**src/rtl/gj_pkg.sv**
```systemverilog
// Shared types and saturating fixed-point helpers for the Gauss-Jordan inverter and its divider.
package gj_pkg;

  localparam int FRAC_DEF = 8;
  localparam int ONE_FX   = 1 << FRAC_DEF;

  typedef enum logic [3:0] {
    S_IDLE,
    S_INIT,
    S_SEARCH,
    S_SWAP,
    S_RECIP,
    S_NORM,
    S_ELIM,
    S_OUT,
    S_DONE
  } t_gj_state;

  // Clamp a wide signed value into the two's-complement range of a w-bit word.
  function automatic logic signed [63:0] sat_w(input logic signed [63:0] x, input int w);
    logic signed [63:0] mx;
    logic signed [63:0] mn;
    mx = (64'sd1 <<< (w - 1)) - 64'sd1;
    mn = -(64'sd1 <<< (w - 1));
    if (x > mx) return mx;
    if (x < mn) return mn;
    return x;
  endfunction

  function automatic logic signed [63:0] mul_fx(input logic signed [63:0] a,
                                                input logic signed [63:0] b,
                                                input int frac, input int w);
    logic signed [63:0] prod;
    prod = a * b;
    return sat_w(prod >>> frac, w);
  endfunction

endpackage

```
**src/rtl/gj_inverse_seq_if.sv**
```systemverilog
// Load / control / result-stream bundle between the matrix source, the inverter and the consumer.
interface gj_inverse_seq_if #(
  parameter int N = 5,
  parameter int W = 16
);
  localparam int AW = $clog2(N * N);

  logic          ld_valid;
  logic [AW-1:0] ld_addr;
  logic [W-1:0]  ld_data;
  logic          start;
  logic          busy;
  logic          done;
  logic          singular;
  logic          out_valid;
  logic          out_ready;
  logic [AW-1:0] out_addr;
  logic [W-1:0]  out_data;

  modport master (
    output ld_valid, ld_addr, ld_data, start, out_ready,
    input  busy, done, singular, out_valid, out_addr, out_data
  );

  modport slave (
    input  ld_valid, ld_addr, ld_data, start, out_ready,
    output busy, done, singular, out_valid, out_addr, out_data
  );
endinterface

```
**src/rtl/fx_div_seq.sv**
```systemverilog
// Restoring signed divider, one quotient bit per cycle; quotient truncates toward zero and saturates to W bits.
module fx_div_seq
  import gj_pkg::*;
#(
  parameter int W = 16
) (
  input  logic                  clk,
  input  logic                  reset,
  input  logic                  start,
  input  logic signed [2*W-1:0] num,
  input  logic signed [W-1:0]   den,
  output logic                  done,
  output logic signed [W-1:0]   quo
);
  localparam int CNW = $clog2(2 * W + 1);

  logic [2*W-1:0] q;
  logic [W-1:0]   rem;
  logic [W-1:0]   dmag;
  logic           neg;
  logic [CNW-1:0] cnt;
  logic [W:0]     shifted;
  logic [W:0]     diff;
  logic signed [63:0] qs;

  always_comb begin
    shifted = {rem, q[2*W-1]};
    diff    = shifted - {1'b0, dmag};
    qs      = $signed(64'(q));
    quo     = W'(sat_w(neg ? -qs : qs, W));
  end

  always_ff @(posedge clk) begin
    if (reset) begin
      q    <= '0;
      rem  <= '0;
      dmag <= '0;
      neg  <= 1'b0;
      cnt  <= '0;
      done <= 1'b0;
    end else begin
      done <= 1'b0;
      if (start) begin
        q    <= num[2*W-1] ? (2*W)'(-num) : (2*W)'(num);
        dmag <= den[W-1] ? W'(-den) : W'(den);
        neg  <= num[2*W-1] ^ den[W-1];
        rem  <= '0;
        cnt  <= CNW'(2 * W);
      end else if (cnt != '0) begin
        q   <= {q[2*W-2:0], ~diff[W]};
        rem <= diff[W] ? shifted[W-1:0] : diff[W-1:0];
        cnt <= cnt - 1'b1;
        if (cnt == CNW'(1)) done <= 1'b1;
      end
    end
  end
endmodule

```
**src/rtl/gj_inverse_seq.sv**
```systemverilog
// Sequential Gauss-Jordan matrix inverter with partial pivoting; streams inv(A) row-major over valid/ready.
module gj_inverse_seq
  import gj_pkg::*;
#(
  parameter int N    = 5,
  parameter int W    = 16,
  parameter int FRAC = 8
) (
  input  logic              clk,
  input  logic              reset,
  gj_inverse_seq_if.slave   bus
);
  localparam int AW = $clog2(N * N);
  localparam int RW = $clog2(N + 1);
  localparam int CW = $clog2(2 * N + 1);
  localparam logic signed [W-1:0] ONE     = W'(1 << FRAC);
  localparam logic [2*W-1:0]      RCP_NUM = (2*W)'(64'd1 << (2 * FRAC));
  localparam logic [RW-1:0]       RLAST   = RW'(N - 1);
  localparam logic [CW-1:0]       CLAST   = CW'(N - 1);
  localparam logic [CW-1:0]       C2LAST  = CW'(2 * N - 1);
  localparam logic [AW-1:0]       OLAST   = AW'(N * N - 1);

  t_gj_state state;
  logic signed [W-1:0] a_m [N*N];
  logic signed [W-1:0] b_m [N*N];
  logic [RW-1:0] r, k, p, next_r, best_p;
  logic [CW-1:0] c, cc;
  logic [AW-1:0] oaddr;
  logic signed [W-1:0] rcp, f_reg, f_use, piv, xk, xr, prod, diff, cur, best_val;
  logic signed [W-1:0] div_den, div_quo;
  logic [W-1:0] pmax, cur_abs, best_abs;
  logic col_b, take, row_end, div_start, div_done, singular_q;

  function automatic int ix(input int rr, input int cl);
    return rr * N + cl;
  endfunction

  // Columns 0..N-1 address A, N..2N-1 address B, so NORM/ELIM sweep the augmented row in one pass.
  always_comb begin
    col_b    = (c > CLAST);
    cc       = col_b ? c - CW'(N) : c;
    xk       = col_b ? b_m[ix(int'(k), int'(cc))] : a_m[ix(int'(k), int'(cc))];
    xr       = col_b ? b_m[ix(int'(r), int'(cc))] : a_m[ix(int'(r), int'(cc))];
    cur      = a_m[ix(int'(r), int'(k))];
    f_use    = (c == '0) ? cur : f_reg;
    prod     = W'(mul_fx(64'(xk), (state == S_NORM) ? 64'(rcp) : 64'(f_use), FRAC, W));
    diff     = W'(sat_w(64'(xr) - 64'(prod), W));
    cur_abs  = cur[W-1] ? W'(-cur) : W'(cur);
    take     = (r == k) || (cur_abs > pmax);
    best_abs = take ? cur_abs : pmax;
    best_p   = take ? r : p;
    best_val = take ? cur : piv;
    next_r   = (r + 1'b1 == k) ? r + RW'(2) : r + 1'b1;
    row_end  = (f_use == '0) || (c == C2LAST);
    div_start = ((state == S_SEARCH) && (r == RLAST) && (best_abs != '0) && (best_p == k)) ||
                ((state == S_SWAP) && (c == CLAST));
    div_den   = (state == S_SEARCH) ? best_val : piv;
  end

  fx_div_seq #(.W(W)) u_div (
    .clk   (clk),
    .reset (reset),
    .start (div_start),
    .num   (RCP_NUM),
    .den   (div_den),
    .done  (div_done),
    .quo   (div_quo)
  );

  always_ff @(posedge clk) begin
    if (reset) begin
      state      <= S_IDLE;
      singular_q <= 1'b0;
      r <= '0; c <= '0; k <= '0; p <= '0;
      oaddr <= '0; rcp <= '0; f_reg <= '0; piv <= '0; pmax <= '0;
    end else begin
      case (state)
        S_IDLE: begin
          if (bus.ld_valid && (int'(bus.ld_addr) < N * N)) a_m[int'(bus.ld_addr)] <= bus.ld_data;
          if (bus.start) begin
            state      <= S_INIT;
            singular_q <= 1'b0;
            r <= '0;
            c <= '0;
          end
        end
        S_INIT: begin
          b_m[ix(int'(r), int'(c))] <= (int'(r) == int'(c)) ? ONE : '0;
          if (c == CLAST) begin
            c <= '0;
            r <= r + 1'b1;
            if (r == RLAST) begin
              state <= S_SEARCH;
              k <= '0;
              r <= '0;
            end
          end else c <= c + 1'b1;
        end
        S_SEARCH: begin
          if (take) begin
            pmax <= cur_abs;
            p    <= r;
            piv  <= cur;
          end
          if (r == RLAST) begin
            c <= '0;
            if (best_abs == '0) begin
              singular_q <= 1'b1;
              state      <= S_DONE;
            end else if (best_p != k) state <= S_SWAP;
            else state <= S_RECIP;
          end else r <= r + 1'b1;
        end
        S_SWAP: begin
          a_m[ix(int'(k), int'(c))] <= a_m[ix(int'(p), int'(c))];
          a_m[ix(int'(p), int'(c))] <= a_m[ix(int'(k), int'(c))];
          b_m[ix(int'(k), int'(c))] <= b_m[ix(int'(p), int'(c))];
          b_m[ix(int'(p), int'(c))] <= b_m[ix(int'(k), int'(c))];
          if (c == CLAST) state <= S_RECIP;
          else c <= c + 1'b1;
        end
        S_RECIP: begin
          if (div_done) begin
            rcp   <= div_quo;
            c     <= '0;
            state <= S_NORM;
          end
        end
        S_NORM: begin
          if (col_b) b_m[ix(int'(k), int'(cc))] <= prod;
          else       a_m[ix(int'(k), int'(cc))] <= prod;
          if (c == C2LAST) begin
            c     <= '0;
            r     <= (k == '0) ? RW'(1) : '0;
            state <= S_ELIM;
          end else c <= c + 1'b1;
        end
        S_ELIM: begin
          // The multiplier factor must be latched before column k of this row is overwritten.
          if (c == '0) f_reg <= f_use;
          if (f_use != '0) begin
            if (col_b) b_m[ix(int'(r), int'(cc))] <= diff;
            else       a_m[ix(int'(r), int'(cc))] <= diff;
          end
          if (row_end) begin
            c <= '0;
            if (next_r > RLAST) begin
              if (k == RLAST) begin
                state <= S_OUT;
                oaddr <= '0;
              end else begin
                k     <= k + 1'b1;
                r     <= k + 1'b1;
                state <= S_SEARCH;
              end
            end else r <= next_r;
          end else c <= c + 1'b1;
        end
        S_OUT: begin
          if (bus.out_ready) begin
            if (oaddr == OLAST) state <= S_DONE;
            else oaddr <= oaddr + 1'b1;
          end
        end
        S_DONE:  state <= S_IDLE;
        default: state <= S_IDLE;
      endcase
    end
  end

  assign bus.busy      = (state != S_IDLE) && (state != S_DONE);
  assign bus.done      = (state == S_DONE);
  assign bus.singular  = singular_q;
  assign bus.out_valid = (state == S_OUT);
  assign bus.out_addr  = (state == S_OUT) ? oaddr : '0;
  assign bus.out_data  = (state == S_OUT) ? b_m[int'(oaddr)] : '0;

endmodule
```
**src/flat_wrapper.sv**
```systemverilog
// flat-port wrapper written by rule: the top's interface ports become plain ports
module gj_inverse_seq_flat import gj_pkg::*;
#(
  parameter int N    = 5,
  parameter int W    = 16,
  parameter int FRAC = 8
)
  (clk, reset, bus_ld_valid, bus_ld_addr, bus_ld_data, bus_start, bus_out_ready, bus_busy, bus_done, bus_singular, bus_out_valid, bus_out_addr, bus_out_data);
  gj_inverse_seq_if #(.N(N), .W(W)) bus_i ();
  input  logic clk;
  input  logic reset;
  input wire logic [$bits(bus_i.ld_valid)-1:0] bus_ld_valid;
  input wire logic [$bits(bus_i.ld_addr)-1:0] bus_ld_addr;
  input wire logic [$bits(bus_i.ld_data)-1:0] bus_ld_data;
  input wire logic [$bits(bus_i.start)-1:0] bus_start;
  input wire logic [$bits(bus_i.out_ready)-1:0] bus_out_ready;
  output wire logic [$bits(bus_i.busy)-1:0] bus_busy;
  output wire logic [$bits(bus_i.done)-1:0] bus_done;
  output wire logic [$bits(bus_i.singular)-1:0] bus_singular;
  output wire logic [$bits(bus_i.out_valid)-1:0] bus_out_valid;
  output wire logic [$bits(bus_i.out_addr)-1:0] bus_out_addr;
  output wire logic [$bits(bus_i.out_data)-1:0] bus_out_data;
  assign bus_i.ld_valid = bus_ld_valid;
  assign bus_i.ld_addr = bus_ld_addr;
  assign bus_i.ld_data = bus_ld_data;
  assign bus_i.start = bus_start;
  assign bus_i.out_ready = bus_out_ready;
  assign bus_busy = bus_i.busy;
  assign bus_done = bus_i.done;
  assign bus_singular = bus_i.singular;
  assign bus_out_valid = bus_i.out_valid;
  assign bus_out_addr = bus_i.out_addr;
  assign bus_out_data = bus_i.out_data;
  gj_inverse_seq #(.N(N), .W(W), .FRAC(FRAC)) u_core (.clk(clk), .reset(reset), .bus(bus_i));
endmodule
```
**config.mk**
```make
export PLATFORM = sky130hd
export DESIGN_NAME = gj_inverse_seq_flat
export DESIGN_NICKNAME = d
export VERILOG_FILES = /design/src/rtl/gj_pkg.sv /design/src/rtl/gj_inverse_seq_if.sv /design/src/rtl/fx_div_seq.sv /design/src/rtl/gj_inverse_seq.sv /design/src/flat_wrapper.sv
export SDC_FILE = /design/constraint.sdc
export NUM_CORES = 2
export LEC_CHECK = 0
export CAP_MARGIN = 20
export CELL_PAD_IN_SITES_DETAIL_PLACEMENT = 0
export CELL_PAD_IN_SITES_GLOBAL_PLACEMENT = 1
export CORE_MARGIN = 1
export CORE_UTILIZATION = 26
export CTS_BUF_LIST = sky130_fd_sc_hd__clkbuf_4 sky130_fd_sc_hd__clkbuf_8
export CTS_CLUSTER_SIZE = 40
export DETAILED_ROUTE_END_ITERATION = 10
export PLACE_DENSITY_LB_ADDON = 0.1
export SYNTH_ARGS = -nofsm -noshare
export SYNTH_HDL_FRONTEND = slang
export SYNTH_SLANG_ARGS = --single-unit
```
**constraint.sdc**
```tcl
create_clock -name clk -period 22.9 [get_ports clk]
set_input_delay 4.58 -clock clk [delete_from_list [all_inputs] [get_ports clk]]
set_output_delay 4.58 -clock clk [all_outputs]
set_load 0.03 [all_outputs]
```
# Word-level counts from Yosys, hierarchy flattened
# Memory sizes are Yosys's and may differ from the RTL's. A register that Yosys moved wholly into a read port is not among the register bits.
# Cells that the tools add are included.
# totals
word_cells	270
n_memories	2
mem_bits_ro	0
ff_bits	159
out_inout_bits	25
mem_bits_rw	800
latchBits	0
# classes
div_mod_pow	0
mul	4
n_shift	0
n_reduce_logical	40
addsub	18
bitwise	2
mux	137
order_cmp	10
eq_ne	38
# mem_list
name	words	word_bits	rd	rd_ports_with_merged_regs	wr	line_no	rtl
u_core.a_m	25	16	5	0	2	gj_inverse_seq.sv:24	logic signed [W-1:0] a_m [N*N];
u_core.b_m	25	16	5	1	2	gj_inverse_seq.sv:25	logic signed [W-1:0] b_m [N*N];
# op_table
cell	count
2-to-1 mux 16 bit	28
2-to-1 mux 64 bit	2
OR reduction 16 bit	6
2-to-1 mux 4 bit	20
2-to-1 mux 5 bit	14
greater-than comparator 64 x 16 -> 1 bit (second input constant)	1
< comparator 64 x 16 -> 1 bit (second input constant)	1
multiplier 16 x 64 -> 64 bit	1
negation 32 -> 64 bit	1
greater-than comparator 56 x 16 -> 1 bit (second input constant)	1
< comparator 56 x 16 -> 1 bit (second input constant)	1
2-to-1 mux 3 bit	16
2-to-1 mux 1 bit	46
2-to-1 mux 17 bit	2
zero test 16 bit	2
negation 16 bit	2
one-hot mux 4 bit (8 select lines)	1
nonzero test 16 bit	2
one-hot mux 4 bit (7 select lines)	1
adder 5 bit	5
!= test 2 bit (second input constant)	11
equality test 4 x 3 -> 1 bit (second input constant)	5
greater-than comparator 17 x 16 -> 1 bit (second input constant)	1
< comparator 17 x 16 -> 1 bit (second input constant)	1
50 further kinds	78

# Depth between registers and ports, before layout
# An unclocked memory read counts as a cell.
# depth
depth_word	18
depth_mapped	70

# Hierarchy
# From an unflattened synthesis, not the netlist that was laid out.
# unflattened
cells_unflattened	8721
area_unflattened_um2	93185.6
# modules_own_cells
module	seq_area_each_um2	cells_each	instances	area_each_um2
gj_inverse_seq	25864.8	7890	1	86990.9
fx_div_seq	1441.4	831	1	6194.7

# Worst setup path after synthesis
# No wires, ideal clock.
# synth_timing
path_kind	flip-flop to flip-flop
from	register u_core.c[1]
to	memory u_core.a_m[0][9], data pin
path_buffers	15
path_stages_with_launch	64
arrival_time_ps	15999
period_less_slack_ps	16283
setup_slack_ps	6617
cell_sequence	dfxtp_1 > inv_1 > ha_1 > inv_1 > a21oi_1 > clkbuf_1 > xnor2_1 > ha_1 > inv_1 > fa_1 > buf_2 > buf_2 > buf_1 > buf_1 > clkbuf_1 > clkbuf_1 > clkbuf_1 > mux2i_1 > (+28 left out) > ha_1 > a21o_1 > a21oi_1 > o21bai_1 > a21oi_1 > a211o_1 > a31oi_1 > o21ai_0 > a21boi_0 > o31a_1 > and2_1 > clkbuf_1 > clkbuf_1 > nor2_1 > nor2_1 > nor2_1 > clkbuf_1 > a211oi_1
# synth_lines
item	line_no	rtl
start, declared	gj_inverse_seq.sv:27	logic [CW-1:0] c, cc;
start signal, assigned	gj_inverse_seq.sv:97	end else c <= c + 1'b1;
start signal, assigned	gj_inverse_seq.sv:120	else c <= c + 1'b1;
start signal, assigned	gj_inverse_seq.sv:136	end else c <= c + 1'b1;
end, declared	gj_inverse_seq.sv:24	

==> metrics.txt <==
post-route ant nets=0; Yosys top cell area share=26.6%; worst hold stages=2; Crit. End Element=register; Nets=8977; reg2reg end=u_core.b_m[12][1]$_DFFE_PP_; Layout Area Growth over Synthesis=13.2%; clock skew=between 0.1 and 0.15 ns; syn_area_per_cell=approximately 10 sq um; Worst R2R Start=u_core.c[0]$_SDFFE_PP0P_; Gate Count Post-Synth=between 8k and 9k; Vias=around 79k; Post-synth EDFFs=800; crit path from=u_core.c[0]$_SDFFE_PP0P_; Yosys cell types=roughly 110; #FFs+latches synth=964; post-synth top area cell=edfxtp_1; relative slew slack=between 6 and 7%; routed length on met3=between 40 and 50 mm; post-synthesis sequential area ratio=30.2%; CP arrival=20.43 ns; fin cells=around 13k; Critical Path RT=23.55 ns; hpwl dp=around 330 mm; met1 wire length=between 200 and 250 mm; Starting Density=26.1%; Port Buffer Count=50; maxcap violations=0; async set-reset flop share out of synthesis=0%; root buffer cell=clkbuf_8; CTS clk-pin slew, worst paths=around 0.06 ns; core area=between 300000 and 400000 sq um; Worst path depth=57; initial antenna violation count=40; Mapped Area=90400 sq um; Top delay family on crit path=compound AO/OA/AOI/OAI gates; Top-Level Pins=51; highest metal used=met5; Longest Clk Path Bufs=4; Avg WL per Cell=between 30 and 40 microns; Die Y=592 microns; min Tclk post-route=approximately 20 ns; Fin Setup TNS=0 ns; status=completed; CTS Buf Count=between 200 and 250; # resized after CTS=0; DR WL met2=around 210 mm; multi-input logic area=between 50000 and 60000 sq um; top cells by area, synth=edfxtp_1 (27%), mux4_2 (26%), fa_1 (6.3%); Worst path most repeated cell=inv_1; CP endpoint=u_core.b_m[12][1]$_DFFE_PP_; Syn Nets=between 9k and 10k; Worst path max stage delay=1.27 ns; Yosys warnings=0; period utilisation layout=a little under nine tenths; Rows=216; drt total wl=492 mm; H-tree levels=4; hold buffers post-CTS=0; share of cells above drive strength 1=a little under a quarter; worst path bufs/invs=12; Iter 0 DRT Violations=10.3k; vias in the first global route=77.1k; Slowest-stage cell, CP=fa_4; CTS tree=done; Die ar.=~350000 sq um; RSZ-0062 raised after global routing=no; DRT Pass-1 Iters=7; R2R setup slack=about 3.1 ns; CP Class=reg -> reg; Placed Instances=12.9k; Die W=592 microns; CTS Sinks=slightly below 1k; Finished Core Util=29.6%; Critical Path Start Type=register; FILL cells=roughly 36k; Final Hold Slack=roughly 0.47 ns; largest net degree at the start of global routing=80; Post-CTS Setup Bufs=0; Remaining Overflow, GRT=0; Final Hold Fails=0; largest registers=u_core.a_m: 400 flops, u_core.b_m: 400 flops, u_core.u_div.q: 32 flops; R2R depth=57; RD Place Congestion=slightly above 0.9; Worst Path Max Fanout=52; Hold WC Path Type=reg -> reg; ys flop type=edfxtp_1; FMAX=0.0506 GHz; Slew @ Worst Pin=about 1.4 ns; Clock Latency Late Sink=around 1.1 ns; fin. max-slew vios=0; register area=27300 sq um; DRC viols=0; total track usage=roughly 28%; vias per cell=about 6.0; first-pass GRT wire length=approximately 670 mm; Final setup viols=0
[per-stage QoR]
stage	instance area, sq um	setup slack, ns
floorplan	90400	6.62
CTS	102000	3.08
detailed placement	98100	3.26
finish	102000	3.12
global placement	97900	3.15
global route	102000	2.07
[cell usage in the layout, fill, tap and decap left out, drive strengths merged, types with 141 or more instances in the layout]
cell type | netlist | final
ha | 178 | 178
edfxtp | 800 | 800
fa | 286 | 286
inv | 427 | 432
mux2i | 210 | 210
nand2 | 1270 | 1270
a211oi | 217 | 217
clkbuf | 616 | 283
and2 | 141 | 141
a21oi | 515 | 515
dfxtp | 164 | 164
buf | 225 | 408
mux4 | 1024 | 1024
nor2 | 634 | 634
o21ai | 891 | 891
[worst min-delay path, stage by stage, from the launching register on]
cell,delay (ns)
dfxtp_1,0.29
inv_1,0.07
a211oi_1,0.06
[Yosys cell counts, drive strengths merged (12+ instances only)]
library cell and instances:
and2 141, clkbuf 616, a311oi 44, xnor2 73, mux4 1024, nand3 75
o211ai 85, fa 286, a31oi 49, or2 12, nand4 23, nor4 29
o21bai 17, o41ai 14, nor2 634, nand2 1270, ha 178, o21a 17
a22oi 13, buf 225, inv 427, dfxtp 164, or3 26, a21o 50
mux2 22, mux2i 210, a211oi 217, and3 23, xor2 60, nor2b 55
o22ai 26, a21boi 15, nand2b 32, a221oi 14, o21ai 891, edfxtp 800
o31ai 49, nor3 88, a21oi 515
[worst min path at each step]
| stage | start | to | slack (ns) |
|---|---|---|---|
| 2_1_floorplan | u_core.u_div.dmag[10]$_SDFFE_PP0P_ | u_core.u_div.dmag[10]$_SDFFE_PP0P_ | 0.44 |
| 3_3_place_gp | u_core.pmax[15]$_SDFFE_PP0P_ | u_core.pmax[15]$_SDFFE_PP0P_ | 0.46 |
| 3_5_place_dp | u_core.u_div.dmag[12]$_SDFFE_PP0P_ | u_core.u_div.dmag[12]$_SDFFE_PP0P_ | 0.47 |
| 4_1_cts | u_core.pmax[15]$_SDFFE_PP0P_ | u_core.pmax[15]$_SDFFE_PP0P_ | 0.48 |
| 5_1_grt | u_core.pmax[15]$_SDFFE_PP0P_ | u_core.pmax[15]$_SDFFE_PP0P_ | 0.50 |
| 6_report | u_core.u_div.dmag[7]$_SDFFE_PP0P_ | u_core.u_div.dmag[7]$_SDFFE_PP0P_ | 0.47 |
[layout make-up]
class                           count  area share, %
Antenna cell                       14         0.0342
Clock buffer                      282           3.42
Clock inverter                     94          0.650
Inverter                          428           1.57
Multi-Input combinational cell   6430           58.3
Sequential cell                   964           26.7
Tap cell                         4578           5.59
Timing Repair Buffer              458           3.74
[metal layers]
layer  track usage, %  vias up
met4             13.1       16
met5                0        -
li1                 -    32300
met2             41.4     4689
met1             36.7    40900
met3             7.64      963
[logic make-up after synthesis]
logic type,Yosys count,share of synthesized area [%]
xor+xnor,133,1.31
flops,964,30.2
simple gates,2451,11.7
mux,1256,28.1
compound gates,2125,14.4
buf+inv,1269,5.51
fa+ha+maj,465,8.81
Power is left out: the tool's default activity adds up to more than one toggle a clock period on the data nets, which glitch-free logic cannot reach.
